File: config.mk
export PLATFORM = sky130hd
export DESIGN_NAME = lane_spawn_sequencer
export DESIGN_NICKNAME = d
export VERILOG_FILES = /design/src/rtl/lane_spawn_pkg.sv /design/src/rtl/lane_spawn_sequencer_lfsr16.sv /design/src/rtl/lane_spawn_sequencer.sv
export SDC_FILE = /design/constraint.sdc
export NUM_CORES = 1
export LEC_CHECK = 0
export ABC_AREA = 1
export CAP_MARGIN = 20
export CORE_MARGIN = 8
export CORE_UTILIZATION = 50
export CTS_CLUSTER_SIZE = 28
export DETAILED_ROUTE_END_ITERATION = 8
export HOLD_SLACK_MARGIN = 0.05
export MAX_ROUTING_LAYER = met4
export PLACE_DENSITY_LB_ADDON = 0.2
export SLEW_MARGIN = 20
export SYNTH_ARGS = -nofsm -noshare
export SYNTH_HDL_FRONTEND = slang
export SYNTH_HIERARCHICAL = 1
export SYNTH_SLANG_ARGS = --single-unit
File: constraint.sdc
create_clock -name Clk -period 2.32 [get_ports Clk]
set_input_delay 0.232 -clock Clk [delete_from_list [all_inputs] [get_ports Clk]]
set_output_delay 0.232 -clock Clk [all_outputs]
set_load 0.005 [all_outputs]
File: src/rtl/lane_spawn_pkg.sv
// Shared types and constants for the lane spawn sequencer.
package lane_spawn_pkg;

  typedef enum logic [1:0] {
    IDLE   = 2'd0,
    LOAD   = 2'd1,
    STROBE = 2'd2,
    GAP    = 2'd3
  } state_t;

  localparam logic [15:0] LFSR_MASK        = 16'hB400;
  localparam logic [2:0]  MAX_SPEED        = 3'd7;
  localparam int          MAX_CARS_DEFAULT = 5;

endpackage

File: src/rtl/lane_spawn_sequencer_lfsr16.sv
// Free-running 16-bit Galois LFSR; shifts right, taps applied when bit 0 falls out.
module lfsr16 #(
  parameter logic [15:0] Seed = 16'hACE1,
  parameter logic [15:0] Mask = 16'hB400
) (
  input  logic        Clk,
  input  logic        ResetN,
  output logic [15:0] Q
);

  always_ff @(posedge Clk or negedge ResetN) begin
    if (!ResetN) begin
      Q <= Seed;
    end else begin
      Q <= {1'b0, Q[15:1]} ^ (Q[0] ? Mask : 16'h0000);
    end
  end

endmodule

File: src/rtl/lane_spawn_sequencer.sv
// Walks every lane on a level start: loads a random per-lane config on shared
// buses one cycle ahead of that lane's SpawnEnable strobe.
module lane_spawn_sequencer
  import lane_spawn_pkg::*;
#(
  parameter int          NumLanes = 8,
  parameter int          PulseLen = 2,
  parameter logic [15:0] Seed     = 16'hACE1,
  parameter int          MaxCars  = MAX_CARS_DEFAULT
) (
  input  logic                Clk,
  input  logic                ResetN,
  input  logic                LevelStart,
  input  logic [2:0]          Level,
  output logic [NumLanes-1:0] SpawnEnable,
  output logic                Direction,
  output logic [1:0]          CarType,
  output logic [2:0]          CarCount,
  output logic [2:0]          CarSpeed,
  output logic                Busy,
  output logic                Done,
  output state_t              DbgState
);

  localparam int          IdxW      = (NumLanes > 1) ? $clog2(NumLanes) : 1;
  localparam logic [IdxW-1:0] LAST_LANE = IdxW'(NumLanes - 1);
  localparam logic [2:0]  PULSE_INIT = 3'(PulseLen - 1);
  localparam logic [3:0]  MAX_CARS4  = 4'(MaxCars);
  localparam logic [2:0]  MAX_CARS3  = 3'(MaxCars);

  state_t          state, state_n;
  logic [IdxW-1:0] idx, idx_n;
  logic [2:0]      pulse_cnt, pulse_cnt_n;
  logic [2:0]      lvl_q;
  logic            dir_seed;
  logic            start_prev;
  logic            done_q, done_n;
  logic            load;
  logic [15:0]     rnd;

  logic            start_edge;
  logic [2:0]      lvl_n;
  logic            seed_n;
  logic [3:0]      count_sum, speed_sum;
  logic [2:0]      count_n, speed_n;
  logic            dir_n;

  lfsr16 #(
    .Seed (Seed),
    .Mask (LFSR_MASK)
  ) u_lfsr (
    .Clk    (Clk),
    .ResetN (ResetN),
    .Q      (rnd)
  );

  assign start_edge = LevelStart & ~start_prev;

  // A start edge wins over everything, including the final GAP's Done.
  always_comb begin
    state_n     = state;
    idx_n       = idx;
    pulse_cnt_n = pulse_cnt;
    done_n      = 1'b0;
    load        = 1'b0;
    if (start_edge) begin
      state_n = LOAD;
      idx_n   = '0;
      load    = 1'b1;
    end else begin
      case (state)
        IDLE: ;
        LOAD: begin
          state_n     = STROBE;
          pulse_cnt_n = PULSE_INIT;
        end
        STROBE: begin
          if (pulse_cnt == 3'd0) state_n = GAP;
          else                   pulse_cnt_n = pulse_cnt - 3'd1;
        end
        GAP: begin
          if (idx == LAST_LANE) begin
            state_n = IDLE;
            done_n  = 1'b1;
          end else begin
            state_n = LOAD;
            idx_n   = idx + IdxW'(1);
            load    = 1'b1;
          end
        end
        default: state_n = IDLE;
      endcase
    end
  end

  // Bus values are registered on the edge that enters LOAD, so on a fresh
  // start the incoming Level and LFSR MSB are used before they are latched.
  always_comb begin
    lvl_n     = start_edge ? Level : lvl_q;
    seed_n    = start_edge ? rnd[15] : dir_seed;
    count_sum = 4'd1 + {2'b00, lvl_n[2:1]} + {3'b000, rnd[0]};
    speed_sum = {1'b0, lvl_n} + 4'd1 + {3'b000, rnd[2]};
    count_n   = (count_sum > MAX_CARS4) ? MAX_CARS3 : count_sum[2:0];
    speed_n   = (speed_sum > {1'b0, MAX_SPEED}) ? MAX_SPEED : speed_sum[2:0];
    dir_n     = idx_n[0] ^ seed_n;
  end

  always_ff @(posedge Clk or negedge ResetN) begin
    if (!ResetN) begin
      state      <= IDLE;
      idx        <= '0;
      pulse_cnt  <= '0;
      lvl_q      <= '0;
      dir_seed   <= 1'b0;
      start_prev <= 1'b0;
      done_q     <= 1'b0;
      Direction  <= 1'b0;
      CarType    <= '0;
      CarCount   <= '0;
      CarSpeed   <= '0;
    end else begin
      state      <= state_n;
      idx        <= idx_n;
      pulse_cnt  <= pulse_cnt_n;
      start_prev <= LevelStart;
      done_q     <= done_n;
      if (start_edge) begin
        lvl_q    <= Level;
        dir_seed <= rnd[15];
      end
      if (load) begin
        Direction <= dir_n;
        CarType   <= rnd[4:3];
        CarCount  <= count_n;
        CarSpeed  <= speed_n;
      end
    end
  end

  always_comb begin
    SpawnEnable = '0;
    if (state == STROBE) SpawnEnable[idx] = 1'b1;
  end

  assign Busy     = (state != IDLE);
  assign Done     = done_q;
  assign DbgState = state;

endmodule

; ---- After elaboration in Yosys (flattened, before gate mapping)
; Cells that the tools add are included.
[totals]
regBits = 39
latch_bits = 0
ramBits = 0
romBits = 0
mem_count = 0
[op_classes]
add_sub_neg = 6
n_mul = 0
div_mod_pow = 0
magnitude_cmp = 4
n_eq_ne = 7
shifts = 0
n_mux = 23
bitwise = 5
reduce_logical = 9
[op_table]
columns = cell, count
row1 = 3-bit 2-to-1 mux, 7
row2 = 16-bit 2-to-1 mux, 1
row3 = 15-bit by 16-bit bitwise XOR with 16-bit output, 1
row4 = 1-bit 2-to-1 mux, 9
row5 = 4-bit by 3-bit greater-than comparator with 1-bit output (second input constant), 2
row6 = 8-bit 2-to-1 mux, 1
row7 = 2-bit case mux with 3 select lines, 1
row8 = 3-bit case mux with 2 select lines, 1
row9 = 2-bit nonzero test, 3
row10 = 3-bit by 1-bit adder with 4-bit output, 1
row11 = 3-bit by 1-bit adder with 4-bit output (second input constant), 1
row12 = 4-bit by 1-bit adder with 4-bit output, 1
row13 = 2-bit == test (second input constant), 2
row14 = 3-bit by 4-bit less-than comparator with 1-bit output (second input constant), 1
row15 = 2-bit 2-to-1 mux, 2
row16 = 2-bit inequality test (second input constant), 2
row17 = 2-bit AND reduction, 2
row18 = 4-bit nonzero test, 1
row19 = 1-bit by 2-bit adder with 3-bit output (first input constant), 1
row20 = 3-bit by 1-bit adder with 3-bit output (second input constant), 1
row21 = 1-bit demux with 3-bit select, 1
row22 = 3-bit == test (second input constant), 1
row23 = 3-bit by 1-bit greater-or-equal comparator with 1-bit output (second input constant), 1
row24 = 3-bit logical NOT, 1
row25 = other kinds (8), 9

; ---- Longest topological paths before layout
; Gate-level depths: netlist of run 1.
[depth]
word_depth = 7
depth_mapped = 13

; ---- By module
; Netlist of run 1, hierarchy kept.
[modules_own_cells]
columns = mod, n_inst, cells_per_inst, area_per_inst_um2
row1 = lane_spawn_sequencer, 1, 156, 1297.5
row2 = lfsr16, 1, 29, 459.2

; ---- Least setup slack after synthesis of run 1
; No wires, ideal clock.
[synth_timing]
path_type = register to register
from = reg start_prev
to = reg CarSpeed[2]
setup_ns = 0.117
arrival_time_ns = 1.613
t_required_ns = 2.203
path_slack_ns = 0.590
stages_incl_launch_ff = 14
path_buffers = 1
period_less_slack_ns = 1.730
cell_sequence = dfrtp_1 inv_2 nand2_4 buf_8 o21ai_0 ha_1 inv_1 ha_1 inv_1 nand3_1 nand2_1 nand2_1 nand2_1 nand2_1
[synth_via]
elab_chain_len = 7
word_cells_on_any_way = 8
classes_between = add/sub: 2 / order compare: 1 / mux: 3 / bitwise: 2
[synth_rtl]
columns = item, line_no
row1 = "start, declared", lane_spawn_sequencer.sv:36  ; logic start_prev;
row2 = "start signal, assigned", lane_spawn_sequencer.sv:125  ; start_prev <= LevelStart;
row3 = 1-bit inverter *, lane_spawn_sequencer.sv:57  ; assign start_edge = LevelStart & ~start_prev;
row4 = 1-bit bitwise AND *, lane_spawn_sequencer.sv:57
row5 = 3-bit 2-to-1 mux, -
row6 = 3-bit by 1-bit adder with 4-bit output, lane_spawn_sequencer.sv:102  ; speed_sum = {1'b0, lvl_n} + 4'd1 + {3'b000, rnd[2]};
row7 = 4-bit by 1-bit adder with 4-bit output, lane_spawn_sequencer.sv:102
row8 = 4-bit by 3-bit greater-than comparator with 1-bit output, lane_spawn_sequencer.sv:104  ; speed_n = (speed_sum > {1'b0, MAX_SPEED}) ? MAX_SPEED : speed_sum[2:0];
row9 = 3-bit 2-to-1 mux, lane_spawn_sequencer.sv:104
row10 = "end signal, assigned", lane_spawn_sequencer.sv:135  ; CarSpeed <= speed_n;
row11 = "end, declared", lane_spawn_sequencer.sv:19  ; output logic [2:0] CarSpeed,
; Every way passes the cells marked *; elsewhere a longest branch is shown, timed or not.
; A chain may end at the register's enable or synchronous reset.

; ---- Worst setup path in the final report of run 1
[layout_timing]
from = reg state[0] (netlist: DbgState[0])
to = out SpawnEnable[3]
[layout_via]
elab_chain_len = 2
[layout_rtl]
columns = item, line_no
row1 = "start, declared", lane_spawn_sequencer.sv:31  ; state_t state, state_n;
row2 = "start signal, assigned", lane_spawn_sequencer.sv:122  ; state <= state_n;
row3 = 2-bit == test, lane_spawn_sequencer.sv:142  ; if (state == STROBE) SpawnEnable[idx] = 1'b1;
row4 = 8-bit 2-to-1 mux, lane_spawn_sequencer.sv:142
row5 = "end, declared", lane_spawn_sequencer.sv:15  ; output logic [NumLanes-1:0] SpawnEnable,
; Every way passes these cells.

==> impl_metrics.csv, run 1 <==
group,metric,value,unit
placed_design,dp_cells,258,
layout,final_cells,267,
synthesis,yosysMostFrequentCell,"nand2_1",
timing,finalWorstSetupSlack,0.152,ns
timing,setup_tns,0,ns
critical_path,crit_required,2.09,ns
layout,antennaDiodeCount,0,
pwr,power_density,967,nW/um^2
die,fp.dieH,75.3,um
layout,finish.utilization,0.636,
synthesis,synth-compound-area-share,0.0470,
die,rows,21,
layout,fillCellCount,294,
clock_tree,cts_setup_buffers,0,
drt,drcViolationCount,0,
die,die_area,5670,um^2
clock_tree,clk_pin_slew_worst_paths,0.12,ns
synthesis,synth_cell_types,18,
synthesis,synthAdderAreaFrac,0.0926,
run,maxCapViolCount,0,
timing,worst_pin_slew,0.823,ns
timing,rsz0062_at_grt,"no",
placed_design,dp_slack,0.206,ns
placed_design,place.gp.congestion,0.807,
synthesis,syn_avg_cell_area,9.50,um^2
critical_path,critPathLaunchType,"register",
synthesis,yosys.area.top_type_share,0.442,
drt,ant_nets,0,
layout,syn2layout_area_growth,21.8,%
synthesis,synth_common_cells,"56 x nand2_1, 31 x dfrtp_1, 28 x inv_1",
drt,drt-initial-drc-count,45,
min_path,worstHoldPathType,"register to register",
min_path,holdPathStages,0,
status,status,"completed",
synthesis,synth-seq-cells,39,
timing,hold_viol,0,
timing,period_share,0.934,
critical_path,end_kind,"output pin",
timing,period_needed,2.17,ns
synthesis,synth_ff_type,"dfrtp_1",
layout,drive_gt1_frac,0.145,
layout,final_nets,239,
clock_tree,h-tree-depth,2,
die,core_area,3360,um^2
drt,drt_first_pass_iters,4,
synthesis,yosys_warnings,6,
drt,wl_per_cell,13.0,um
drt,viasPerCell,4.88,
die,pin_count,27,
clock_tree,cts_tree,"yes",
critical_path,r2r_cells,12,
timing,maxSlewViolCount,0,
grt,overflow,0,
critical_path,arrival,1.94,ns
placed_design,port_buffers,26,
synthesis,yosys-top-cells-area,"dfrtp_1 44%, dfstp_2 12%, nand2_1 12%",
synthesis,syn-cell-area,1760,um^2
clock_tree,cts_sinks,39,
grt,grt_max_degree,40,
synthesis,yosysTopAreaCell,"dfrtp_1",
timing,max-slew-margin-rel,0.451,
placed_design,dp_hpwl,2.54,mm
grt,grt_pass1_vias,1367,
critical_path,critical_path.max_fanout,6,
pwr,leakagePower,0.00106,uW
grt,grtUsageTotal,0.143,
die,die_w,75.3,um
timing,finalHoldWorstSlack,0.364,ns
drt,vias,1302,
timing,finalClockSkew,0.00433,ns
synthesis,synth_edf_count,0,
pwr,ir_worst_vdd,0.592,mV
die,start_util,0.522,
grt,antenna_found_initial,0,
synthesis,synth_top_family_by_area,"simple AND/OR/NAND/NOR gates",
clock_tree,clockBufferDepth,2,
synthesis,synth-async-reset-ratio,1.00,
clock_tree,root_buffer,"clkbuf_4",
grt,grt_pass1_wl,5.91,mm
drt,drt_wl_total,3.47,mm
clock_tree,cts_buffers,5,
synthesis,synth_nets,204,
synthesis,synth_simple_gate_area_frac,0.224,
synthesis,yosys.area_share.xor_xnor,0,
clock_tree,clk-insertion-delay-late,0.35,ns
critical_path,critPathKind,"register to output pin",
timing,setup_viol,0,
synthesis,synthMuxAreaShare,0,
synthesis,synthCells,185,
synthesis,synth.yosys.seq_area_share,0.561,
timing,max_freq,0.461,GHz
[critical path, cell delays in order (launching register included)]
cell and delay [ns]:
dfrtp_1 0.43, inv_1 0.12, ha_2 0.25, nand2_1 0.13, nor2_1 0.14, clkdlybuf4s50_1 0.52
[worst paths after layout]
kind / slack, ns / start / end
max: 0.15 / DbgState[0] / SpawnEnable[3]
min: 0.36 / u_lfsr/Q[7] / u_lfsr/Q[6]
max reg2reg: 0.53 / start_prev / CarSpeed[2]
min reg2reg: 0.36 / u_lfsr/Q[7] / u_lfsr/Q[6]
max in group asynchronous: 1.30 / ResetN / DbgState[1]
min in group asynchronous: 0.51 / ResetN / Done
[final cells by class]
class	count	area [um^2]	area share
inverters	31	116	0.0544
clock buffers	5	37.5	0.0175
repair buffers	29	280	0.131
multi-input cells	114	642	0.300
flip-flops and latches	39	986	0.461
clock inverters	3	20.0	0.00936
well taps	46	57.6	0.0269
[through the flow]
stage                     area [um^2]  power [uW]
after floorplan                  1760        1360
after global placement           2070        1680
after detailed placement         2070        1730
after CTS                        2140        2090
after global routing             2140        2240
final                            2140        2070
[sequential cells by signal, summed over array words and instances, names as in the netlist]
| signal | flops |
|---|---|
| u_lfsr/Q | 16 |
| CarCount | 3 |
| CarSpeed | 3 |
| idx | 3 |
| lvl_q | 3 |
| pulse_cnt | 3 |
| CarType | 2 |
| DbgState | 2 |
| Direction | 1 |
| Done | 1 |
| dir_seed | 1 |
| start_prev | 1 |
[layout by cell type (no fill, tap or decap), drive strengths merged]
master / synthesis / routed
clkdlybuf4s50: 0 / 25
clkinv: 0 / 1
o22ai: 3 / 3
a21oi: 1 / 1
dfrtp: 31 / 31
nor2: 14 / 14
o21ai: 11 / 11
clkbuf: 0 / 5
clkinvlp: 0 / 2
buf: 1 / 3
dlygate4sd3: 0 / 1
or2: 1 / 1
ha: 13 / 13
nand3: 11 / 11
nand2: 60 / 60
inv: 31 / 31
dfstp: 8 / 8
[logic make-up (layout without fill, tap and decap cells)]
group	Yosys count	count (layout)
and+or+nand+nor	86	86
DFF	39	39
buffers and inverters	32	68
AOI/OAI and AO/OA	15	15
adders and majority gates	13	13
[routing by layer]
| layer | routed length [um] | global-route usage | up-vias |
|---|---|---|---|
| li1 | - | - | 639 |
| met1 | 1460 | 0.142 | 637 |
| met2 | 1790 | 0.250 | 20 |
| met3 | 143 | 0.0453 | 6 |
| met4 | 69 | 0.0640 | 0 |
| met5 | 0 | - | - |
[repair_timing]
item	in CTS	in global routing
setup endpoints to repair	0	5
gates resized for setup	0	1
endpoints found under the hold margin	31	0
hold buffers	1	0
[report_power, final]
group          switching [uW]  total, uW  internal (uW)
clock network             231        346            116
logic                     451        832            381
registers                89.5        890            801
total                     772       2070           1300
(Power assumes the default switching activity.)
==> inputs of run 2 (changes only) <==
ABC_AREA = unset   (was 1)
CELL_PAD_IN_SITES_DETAIL_PLACEMENT = 1   (was unset)
CELL_PAD_IN_SITES_GLOBAL_PLACEMENT = 1   (was unset)
CORE_UTILIZATION = 41   (was 50)
==> run 2 against run 1 <==
  * Count of clock-buffer cells in the layout is the same
  * Non-clock buffer count shrank 1
  * Die area grew 13%
  * Clock skew grew 0.0041 ns
  * Synthesized cell count shrank 20%
  * Maximum frequency grew 5.1%
  * Register-to-register slack lost 0.02 ns
  * Utilization shrank 10 points
  * Critical path type unchanged
  * Highest routed layer unchanged
==> impl_metrics.csv, run 2 <==
group,metric,value,unit
pwr,switching_share,0.328,
die,pin_count,27,
drt,drt-initial-drc-count,43,
grt,grt_max_degree,40,
critical_path,cpLargestDelayFamily,"buffers and inverters",
min_path,worstHoldPathType,"primary input to async pin",
synthesis,synth_cell_types,32,
timing,rsz0062_at_grt,"no",
die,core_area,3970,um^2
timing,max-slew-margin-rel,0.434,
synthesis,synth_nets,167,
drt,wl_per_cell,14.6,um
timing,period_needed,2.06,ns
critical_path,arrival,1.83,ns
synthesis,yosys-top-cells-area,"dfrtp_1 46%, dfstp_2 12%, ha_1 9.7%",
layout,syn2layout_area_growth,25.9,%
timing,worst_pin_slew,0.849,ns
clock_tree,root_buffer,"clkbuf_8",
critical_path,cp_cell_sequence,"inv_2, ha_4, nand2b_1, nor3_1, clkdlybuf4s50_1",
critical_path,end_kind,"output pin",
layout,largest_reg_flops,16,
critical_path,critPathKind,"register to output pin",
drt,ant_nets,0,
placed_design,place.gp.congestion,0.743,
critical_path,critPathSlowestCell,"clkdlybuf4s50_1",
clock_tree,cts_buffers,5,
drt,viasPerCell,4.87,
clock_tree,clk_pin_slew_worst_paths,0.08,ns
timing,setup_tns,0,ns
critical_path,crit_required,2.09,ns
synthesis,synth.yosys.seq_area_share,0.585,
clock_tree,clk-insertion-delay-late,0.29,ns
pwr,power.internal,1520,uW
placed_design,port_buffers,26,
synthesis,yosysMostFrequentCell,"dfrtp_1",
pwr,net-switching-power,741,uW
clock_tree,h-tree-depth,2,
critical_path,critPathLaunchType,"register",
critical_path,max_stage_delay,0.53,ns
pwr,clkPwrFrac,0.254,
synthesis,synthCells,148,
layout,top_register,"u_lfsr/Q",
pwr,seqPwrFrac,0.400,
layout,antennaDiodeCount,0,
status,status,"completed",
grt,overflow,0,
pwr,leakagePower,0.00101,uW
layout,fillCellCount,433,
synthesis,yosysTopAreaCell,"dfrtp_1",
grt,grt_pass1_wl,5.71,mm
clock_tree,cts_sinks,39,
pwr,power_density,1060,nW/um^2
critical_path,crit_buf_inv,2,
synthesis,synth_edf_count,0,
drt,vias,1119,
clock_tree,cts-resized-gates,0,
synthesis,synth-seq-cells,39,
grt,grtUsageTotal,0.117,
die,start_util,0.424,
pwr,ir_worst_vdd,0.533,mV
synthesis,synth_common_cells,"31 x dfrtp_1, 21 x nand2_1, 16 x nor2_1",
clock_tree,cts_tree,"yes",
drt,drt_first_pass_iters,4,
synthesis,synth_ff_type,"dfrtp_1",
die,rows,23,
drt,drcViolationCount,0,
timing,setup_viol,0,
placed_design,dp_slack,0.245,ns
clock_tree,cts_setup_buffers,0,
pwr,p_comb_frac,0.345,
placed_design,dp_hpwl,2.47,mm
layout,final_nets,198,
timing,period_share,0.889,
synthesis,synth-async-reset-ratio,1.00,
run,maxCapViolCount,0,
synthesis,syn_avg_cell_area,11.4,um^2
layout,drive_gt1_frac,0.139,
timing,finalClockSkew,0.00846,ns
clock_tree,clockBufferDepth,2,
timing,max_freq,0.485,GHz
die,fp.dieH,80.1,um
critical_path,critical_path.max_fanout,8,
synthesis,yosys.area.top_type_share,0.461,
timing,finalWorstSetupSlack,0.258,ns
timing,hold_viol,0,
grt,antenna_found_initial,0,
clock_tree,hold_buffers,0,
layout,mostFrequentLayoutCell,"dfrtp_1",
die,die_w,80.1,um
die,die_area,6410,um^2
synthesis,syn-cell-area,1680,um^2
timing,maxSlewViolCount,0,
drt,drt_wl_total,3.37,mm
layout,final_cell_mix,"31 x dfrtp_1, 25 x clkdlybuf4s50_1, 21 x nand2_1",
synthesis,yosys_warnings,6,
grt,grt_pass1_vias,1233,
## run 2: changes by cell type after synthesis, sizes merged, moves of 3 or more
cell	change
nand2	-39
inv	-18
nand3	-11
o21ai	-9
mux2i	+4
nand2b	+4
nor3	+4
a21oi	+3
xnor2	+3
xor2	+3
## run 2: metrics by stage
step                cell area [um^2]  total power (uW)   util  instances  hold WS (ns)
CTS                             2110              2280  0.531        230        0.0607
detailed placement              1990              1690  0.502        222         0.341
finish                          2120              2260  0.534        230        0.0393
global placement                1990              1650  0.502        222         0.338
global route                    2120              2410  0.534        230         0.117
floorplan                       1680              1350      -        148       -0.0636
## run 2: final cells by class
cell class,instances,area (um^2),area share
Multi-Input combinational cell,92,637,0.300
Clock buffer,5,68.8,0.0325
Inverter,13,48.8,0.0230
Sequential cell,39,986,0.465
Tap cell,50,62.6,0.0295
Timing Repair Buffer,28,270,0.128
Clock inverter,3,46.3,0.0218
## run 2: path summary, 6_finish.rpt
path | to | from | cells after the start | slack (ns)
max in group asynchronous | idx[1] | ResetN | 1 | 1.74
worst min-delay path | u_lfsr/Q[8] | ResetN | 1 | 0.04
worst min register to register | u_lfsr/Q[5] | u_lfsr/Q[6] | 0 | 0.36
worst max-delay path | SpawnEnable[0] | DbgState[0] | 5 | 0.26
worst max register to register | Direction | idx[0] | 5 | 0.51
min in group Clk | u_lfsr/Q[5] | u_lfsr/Q[6] | 0 | 0.36
## run 2: worst register-to-register path, cell delays in order (launching register included)
cell      delay [ns]
dfrtp_1         0.45
ha_1            0.25
ha_1            0.20
nand2b_1        0.17
and2_1          0.27
a221o_2         0.37
## run 2: cell families after synthesis
| kind of cell | Yosys count | share of synthesized area |
|---|---|---|
| buf+inv | 17 | 0.0438 |
| xor+xnor | 6 | 0.0312 |
| simple gates | 52 | 0.142 |
| fa+ha+maj | 13 | 0.0966 |
| compound gates | 15 | 0.0617 |
| flops | 39 | 0.585 |
| mux | 6 | 0.0394 |
## run 2: power by group through the flow
stage | combinational (uW) | sequential [uW] | clock (uW)
after global placement | 748 | 903 | 0
final | 779 | 904 | 574
after global routing | 883 | 923 | 609
after detailed placement | 778 | 915 | 0
after CTS | 785 | 902 | 590
after floorplan | 451 | 898 | 0
## run 2: routing by layer
layer / wire length (um) / track usage
met1: 1450 / 0.128
met2: 1630 / 0.188
met3: 239 / 0.0469
met4: 48 / 0.0436
met5: 0 / -
==> inputs of run 3 (changes only) <==
SETUP_SLACK_MARGIN = 0.1   (was unset)
SKIP_LAST_GASP = 1   (was unset)
==> run 3 against run 2 <==
  * Via count is 0.36% higher
  * Cell count stayed put
  * Routed wire length is 0.71% higher
  * Worst setup slack worse by 0.011 ns
  * Count of clock-buffer cells in the layout did not move
  * Critical path type unchanged
  * Highest routed layer unchanged
  * Clock skew barely moved
  * Die area unchanged
  * Final area up 0.24%
==> impl_metrics.csv, run 3 (synthesized netlist as in run 2, its figures left out) <==
group,metric,value,unit
status,status,"completed",
critical_path,max_stage_delay,0.54,ns
drt,drt_first_pass_iters,4,
die,pin_count,27,
critical_path,critPathLaunchType,"register",
die,start_util,0.424,
critical_path,arrival,1.84,ns
layout,final_cell_mix,"31 x dfrtp_1, 25 x clkdlybuf4s50_1, 21 x nand2_1",
clock_tree,root_buffer,"clkbuf_8",
clock_tree,clockBufferDepth,2,
clock_tree,clk-insertion-delay-late,0.29,ns
drt,vias,1123,
timing,max_freq,0.482,GHz
critical_path,cp_cell_sequence,"inv_2, ha_4, nand2b_1, nor3_1, clkdlybuf4s50_1",
critical_path,crit_required,2.09,ns
die,core_area,3970,um^2
pwr,power_density,1070,nW/um^2
timing,hold_viol,0,
layout,drive_gt1_frac,0.144,
die,rows,23,
layout,largest_reg_flops,16,
timing,setup_tns,0,ns
run,maxCapViolCount,0,
clock_tree,hold_buffers,0,
pwr,seqPwrFrac,0.400,
drt,viasPerCell,4.88,
pwr,ir_worst_vdd,0.533,mV
timing,finalClockSkew,0.00847,ns
grt,grt_max_degree,40,
drt,wl_per_cell,14.7,um
pwr,clkPwrFrac,0.254,
critical_path,critPathSlowestCell,"clkdlybuf4s50_1",
timing,rsz0062_at_grt,"no",
pwr,power.internal,1520,uW
drt,drt_wl_total,3.39,mm
clock_tree,h-tree-depth,2,
layout,finish.utilization,0.535,
pwr,leakagePower,0.00102,uW
drt,m1WireLength,1.45,mm
grt,grtUsageTotal,0.117,
drt,drcViolationCount,0,
min_path,worstHoldPathType,"primary input to async pin",
clock_tree,cts_sinks,39,
layout,mostFrequentLayoutCell,"dfrtp_1",
placed_design,dp_hpwl,2.47,mm
die,die_w,80.1,um
timing,max-slew-margin-rel,0.435,
die,fp.dieH,80.1,um
timing,setup_viol,0,
drt,wl_met3,235,um
timing,finalHoldWorstSlack,0.0389,ns
drt,ant_nets,0,
timing,maxSlewViolCount,0,
placed_design,port_buffers,26,
clock_tree,cts_tree,"yes",
die,die_area,6410,um^2
layout,syn2layout_area_growth,26.2,%
grt,overflow,0,
pwr,p_comb_frac,0.346,
timing,worst_pin_slew,0.848,ns
clock_tree,cts_buffers,5,
grt,antenna_found_initial,0,
pwr,net-switching-power,745,uW
drt,top_layer_used,"met4",
timing,period_share,0.893,
pwr,power.total,2260,uW
layout,top_register,"u_lfsr/Q",
grt,grt_pass1_vias,1233,
pwr,switching_share,0.329,
critical_path,critPathKind,"register to output pin",
placed_design,place.gp.congestion,0.743,
grt,grt_pass1_wl,5.71,mm
critical_path,critical_path.max_fanout,8,
drt,route.met2.wl,1.66,mm
layout,final_nets,198,
layout,fillCellCount,435,
timing,period_needed,2.07,ns
layout,antennaDiodeCount,0,
critical_path,end_kind,"output pin",
clock_tree,clk_pin_slew_worst_paths,0.08,ns
drt,drt-initial-drc-count,35,
==> run 3: cell count changes in the layout (fill, tap and decap cells not counted) <==
cell,delta
nor3_1,-1
nor3_2,+1
==> run 3: power by group through the flow <==
stage	Combinational [uW]	Clock, uW	Sequential [uW]
finish	783	574	906
global route	885	609	924
CTS	788	590	902
detailed placement	778	0	915
global placement	748	0	903
floorplan	451	0	898
==> run 3: per-stage QoR <==
| step | instances | instance area, um^2 | worst slack (ns) |
|---|---|---|---|
| final | 230 | 2120 | 0.247 |
| after global routing | 230 | 2120 | 0.113 |
| after CTS | 230 | 2110 | 0.120 |
| after detailed placement | 222 | 1990 | 0.245 |
| after global placement | 222 | 1990 | 0.276 |
| after floorplan | 148 | 1680 | 0.612 |
==> run 3: layer usage <==
metal	global-route usage	vias up
met5	-	-
met2	0.188	27
met1	0.128	549
met3	0.0469	5
li1	-	542
met4	0.0436	0
==> run 3: repair_timing <==
item,in CTS,in global routing
buffers inserted,0,0
hold endpoints to repair,0,0
resized for setup,1,3
setup endpoints to repair,5,8
pin swaps,0,0
==> run 3: path summary, 6_finish.rpt <==
path | from | to | slack (ns) | cells past startpoint
worst max-delay path | DbgState[0] | SpawnEnable[0] | 0.25 | 5
worst min-delay path | ResetN | u_lfsr/Q[8] | 0.04 | 1
worst max register to register | idx[1] | Direction | 0.51 | 5
worst min register to register | u_lfsr/Q[6] | u_lfsr/Q[5] | 0.36 | 0
max in group asynchronous | ResetN | idx[1] | 1.74 | 1
min in group Clk | u_lfsr/Q[6] | u_lfsr/Q[5] | 0.36 | 0
==> run 3: cell type report <==
class                           instances  area [um^2]  share of cell area
Inverter                               13         48.8              0.0230
Clock inverter                          3         46.3              0.0218
Tap cell                               50         62.6              0.0294
Sequential cell                        39          986               0.464
Multi-Input combinational cell         92          642               0.302
Timing Repair Buffer                   28          270               0.127
Clock buffer                            5         68.8              0.0324
==> run 3: worst max-delay path: cells and delay by family (launching register included) <==
family        cells  cell delay [ns]
fa+ha+maj         1             0.19
flops             1             0.43
buf+inv           2             0.65
simple gates      2             0.29
